--- src/rtl/innings_controller.sv ---
// Match sequencer: turns the bowl button into single-cycle play strobes, counts legal
// deliveries into balls/overs and ends innings on overs, wickets or a successful chase.
module innings_controller #(
  parameter int BALLS_PER_OVER = 6,
  parameter int MAX_OVERS      = 20,
  parameter int MAX_WICKETS    = 10
) (
  input  logic        clk_fpga,
  input  logic        reset_n,
  input  logic        bowl_btn,
  input  logic [3:0]  lfsr_out,
  input  logic [11:0] team1Data,
  input  logic [11:0] team2Data,
  output logic        play,
  output logic        teamSwitch,
  output logic        gameOver,
  output logic [2:0]  ball_in_over,
  output logic [4:0]  over_count,
  output logic [1:0]  winner
);

  localparam logic [2:0] IDLE  = 3'd0;
  localparam logic [2:0] INN1  = 3'd1;
  localparam logic [2:0] EVAL1 = 3'd2;
  localparam logic [2:0] BREAK = 3'd3;
  localparam logic [2:0] INN2  = 3'd4;
  localparam logic [2:0] EVAL2 = 3'd5;
  localparam logic [2:0] DONE  = 3'd6;

  logic [2:0] state;
  logic       sync1, sync2, btn_prev;
  logic       press;
  logic [3:0] code_q;

  logic       legal;
  logic [3:0] ball_inc;
  logic [2:0] ball_next;
  logic [4:0] over_next;
  logic [3:0] bat_wickets;
  logic       chase;
  logic       inn_end;
  logic [1:0] result;

  assign press = sync2 & ~btn_prev;
  assign play  = press & ((state == INN1) | (state == INN2));

  // Post-delivery counters and end-of-innings test, used only in the EVAL states.
  always_comb begin
    legal     = (code_q != 4'd13) && (code_q != 4'd14);
    ball_inc  = {1'b0, ball_in_over} + 4'd1;
    ball_next = ball_in_over;
    over_next = over_count;
    if (legal) begin
      if (ball_inc == 4'(BALLS_PER_OVER)) begin
        ball_next = '0;
        over_next = over_count + 5'd1;
      end else begin
        ball_next = ball_inc[2:0];
      end
    end
    bat_wickets = (state == EVAL2) ? team2Data[3:0] : team1Data[3:0];
    chase       = (state == EVAL2) && (team2Data[11:4] > team1Data[11:4]);
    inn_end     = (bat_wickets >= 4'(MAX_WICKETS)) || (over_next == 5'(MAX_OVERS)) || chase;
    if (team2Data[11:4] > team1Data[11:4]) begin
      result = 2'b10;
    end else if (team2Data[11:4] < team1Data[11:4]) begin
      result = 2'b01;
    end else begin
      result = 2'b11;
    end
  end

  always_ff @(posedge clk_fpga) begin
    if (!reset_n) begin
      state        <= IDLE;
      sync1        <= 1'b0;
      sync2        <= 1'b0;
      btn_prev     <= 1'b0;
      code_q       <= 4'd0;
      teamSwitch   <= 1'b0;
      gameOver     <= 1'b0;
      ball_in_over <= 3'd0;
      over_count   <= 5'd0;
      winner       <= 2'b00;
    end else begin
      sync1    <= bowl_btn;
      sync2    <= sync1;
      btn_prev <= sync2;
      case (state)
        IDLE: if (press) state <= INN1;
        INN1, INN2: begin
          if (press) begin
            code_q <= lfsr_out;
            state  <= (state == INN1) ? EVAL1 : EVAL2;
          end
        end
        EVAL1: begin
          if (inn_end) begin
            state        <= BREAK;
            teamSwitch   <= 1'b1;
            ball_in_over <= 3'd0;
            over_count   <= 5'd0;
          end else begin
            state        <= INN1;
            ball_in_over <= ball_next;
            over_count   <= over_next;
          end
        end
        BREAK: if (press) state <= INN2;
        EVAL2: begin
          ball_in_over <= ball_next;
          over_count   <= over_next;
          if (inn_end) begin
            state    <= DONE;
            gameOver <= 1'b1;
            winner   <= result;
          end else begin
            state <= INN2;
          end
        end
        DONE: state <= DONE;
        default: state <= IDLE;
      endcase
    end
  end

endmodule

--- config.mk ---
export PLATFORM = sky130hd
export DESIGN_NAME = innings_controller
export DESIGN_NICKNAME = d
export VERILOG_FILES = /design/src/rtl/innings_controller.sv
export SDC_FILE = /design/constraint.sdc
export NUM_CORES = 1
export LEC_CHECK = 0
export CAP_MARGIN = 20
export CORE_AREA = 10 10 65 73
export CTS_CLUSTER_DIAMETER = 50
export DETAILED_ROUTE_END_ITERATION = 8
export DIE_AREA = 0 0 75 83
export HOLD_SLACK_MARGIN = 0.06
export MAX_ROUTING_LAYER = met4
export PLACE_DENSITY = 0.77
export SYNTH_ARGS = -nofsm -noshare
export SYNTH_HDL_FRONTEND = slang
export SYNTH_SLANG_ARGS = --single-unit
--- constraint.sdc ---
create_clock -name clk_fpga -period 2.5 [get_ports clk_fpga]
set_input_delay 0.25 -clock clk_fpga [delete_from_list [all_inputs] [get_ports clk_fpga]]
set_output_delay 0.25 -clock clk_fpga [all_outputs]
set_load 0.05 [all_outputs]
==> metrics.txt <==
outcome finished clean; diodes inserted 0; Placed Area 1910 um^2; gr busiest metal met2; via count 1379; period utilisation layout 0.892; synth unique cells 49; GRT Resource Usage Total 0.120; share of cells above drive strength 1 0.100; final hold violation count 0; sequential fraction of the synthesis area 0.296; met3 usage 0.0274; PortBufs 41; placer congestion estimate 0.888; die area 6230 um^2; M2 GR Usage 0.196; Critical Path, Cell by Cell ha_1 -> nand2b_1 -> a21bo_4 -> and3_1 -> and4b_4 -> o21ai_4 -> a22o_4 -> a32o_1; Top Family by Delay on Critical Path compound AO/OA/AOI/OAI gates; Max Clk Rate 449 MHz; Hold WS 0.453 ns; first-pass GRT wire length 6040 um; worst reg2reg path endpoint over_count[2]$_SDFFE_PN0P_; post-route ant nets 0; DP Wirelength 2890 um; Hold Path Sink sync2$_SDFF_PN0_; CTS Buf Count 3; Arr. time, crit path 2.45 ns; FF-to-FF Start ball_in_over[1]$_SDFFE_PN0P_; routed wire length 3560 um; Hold Buf Count CTS 0; drt wl/cell 14.0 um; power density of the placed cells 339 nW/um^2; vias per inst 5.41; Bufs on Longest Clock Path 2; area delta synth->final 31.1%; die extent in y 83 um; Syn Nets 220; Slew headroom 0.647; crit-path max cell delay 0.43 ns; Slew Limit Fails 0; Setup Crit Path Kind register to register; post-route cell area 1950 um^2; Initial Utilization 0.454; clk_skew 0.00271 ns; ys async rst share 0; CTS tree done; core area 3280 um^2; Max Fanout on Critical Path 9; Synth Cell Area 1490 um^2; vias in the first global route 1369; clock root buffer clkbuf_4; clock period minus worst slack 2.23 ns; # DRC 0; Worst Hold Class register to register; FP Rows 22; Yosys reg bits 22; Cells after DPL 251; CP startpoint kind register; fin cells 255; Post-synth EDFFs 0; DRT iter0 DRCs 81; Setup violations, final 0; critical path's slowest cell dfxtp_1; largest net degree at the start of global routing 15; nets@finish 262; setup tns final 0 ns; clock tree sinks 22; post-CTS sizing 0; min-delay src sync1$_SDFF_PN0_; max-cap violations 0; # IOs 44; Mean Syn Cell Area 8.36 um^2; WP buf/inv 0; Remaining Overflow, GRT 0; later-pin clock latency in the skew report 0.31 ns; Die W 75 um; antenna violations before repair 0; met1 usage 0.138; Worst VDD drop 0.000212 V; Clk pin slew, worst setup/hold paths 0.12 ns; endpoint class of the critical path register; CP required 2.72 ns; RSZ-0062 raised after global routing no; top_reg_cell synth dfxtp_1; Worst Reg-to-Reg Cells 8; Worst Hold Path Cells 1; r2r setup slk 0.27 ns; # H-tree levels 1; Synthesis Warnings 0; Leakage 0.801 nW; Post CTS Setup Buffer Count 0; Synth Instances 178; Pre-antenna DRT Iters 4; actual slew at the worst max-slew pin 0.524 ns
==> registers in the layout, indices dropped and copies added (netlist names) <==
register / cells
ball_in_over: 3
btn_prev: 1
code_q: 4
gameOver: 1
over_count: 5
state: 3
sync1: 1
sync2: 1
teamSwitch: 1
winner: 2
==> cell type report <==
type	count	area [um^2]
Fill cell	316	1330
Multi-Input combinational cell	137	953
Sequential cell	22	440
Timing Repair Buffer	44	430
Inverter	12	45.0
Tap cell	36	45.0
Clock buffer	4	36.3
==> synthesized netlist by cell type, types with 3 or more instances <==
master     n  area share
nand2b_1   4       0.017
and2_1     5       0.021
nor2_1    10       0.025
o21a_1     4       0.020
ha_1      11       0.093
inv_1     11       0.028
a21oi_1   11       0.037
a32o_1     4       0.027
a21boi_1   5       0.025
a22o_1     3       0.018
nand2_1   21       0.053
dfxtp_1   22        0.30
nor2b_1    5       0.021
and3_1     3       0.013
o21ai_0   11       0.037
nand3_1    4       0.013
nor3_1     3       0.010
clkbuf_1   3      0.0076
==> where the power goes <==
part           leakage (nW)  internal (mW)  total (mW)  switching (mW)
combinational         0.602         0.0637       0.102          0.0386
clock                0.0210         0.0891       0.202           0.113
sequential            0.178          0.354       0.357         0.00309
total                 0.801          0.507       0.661           0.154
==> layer usage <==
layer,up-vias,part of all wire,wire length (um)
li1,718,-,-
met1,622,0.44,1580
met2,32,0.49,1730
met3,7,0.055,196
met4,0,0.015,55
met5,-,0,0
==> layout by cell type, fill, tap and decap left out, types with 2 or more instances in the layout <==
cell / instances
nor3_1: 3
o21ai_0: 11
nand4_1: 2
a21oi_1: 11
a32o_1: 4
nor2b_1: 5
nor2_2: 2
ha_1: 11
buf_4: 4
and2_1: 5
clkdlybuf4s50_1: 40
o211ai_1: 2
clkbuf_4: 3
a22o_1: 3
dfxtp_1: 22
and3_1: 3
nand2_1: 21
o21a_1: 4
nand2b_1: 4
inv_1: 11
a21boi_1: 5
nand3_1: 4
xor2_1: 2
a211oi_1: 2
nor2_1: 10
==> worst max path at each step <==
stage / start / cells after the start / endpoint
2_1_floorplan: ball_in_over[0]$_SDFFE_PN0P_ / 9 / over_count[2]$_SDFFE_PN0P_
3_3_place_gp: team1Data[5] / 10 / gameOver$_SDFFE_PN0P_
3_5_place_dp: team1Data[5] / 10 / gameOver$_SDFFE_PN0P_
4_1_cts: ball_in_over[1]$_SDFFE_PN0P_ / 8 / over_count[2]$_SDFFE_PN0P_
5_1_grt: ball_in_over[1]$_SDFFE_PN0P_ / 8 / over_count[2]$_SDFFE_PN0P_
6_report: ball_in_over[1]$_SDFFE_PN0P_ / 8 / over_count[2]$_SDFFE_PN0P_
==> through the flow <==
stage | setup WS [ns] | utilization | total power [mW]
global route | 0.124 | 0.595 | 0.687
CTS | 0.288 | 0.595 | 0.665
detailed placement | 0.186 | 0.584 | 0.468
finish | 0.271 | 0.595 | 0.661
global placement | 0.248 | 0.584 | 0.465
floorplan | 0.0971 | - | 0.412
==> cell families (layout without fill, tap and decap cells) <==
kind of cell | after synthesis | count (layout) | share of synthesized area
flip-flops | 22 | 22 | 0.296
adder cells (fa/ha/maj) | 11 | 11 | 0.0925
XOR/XNOR | 3 | 3 | 0.0177
buffers and inverters | 19 | 60 | 0.0631
AO/OA/AOI/OAI | 56 | 56 | 0.283
multiplexers | 1 | 1 | 0.00673
AND/OR/NAND/NOR | 66 | 66 | 0.241
No activity file was read; power rests on OpenSTA's default activity.
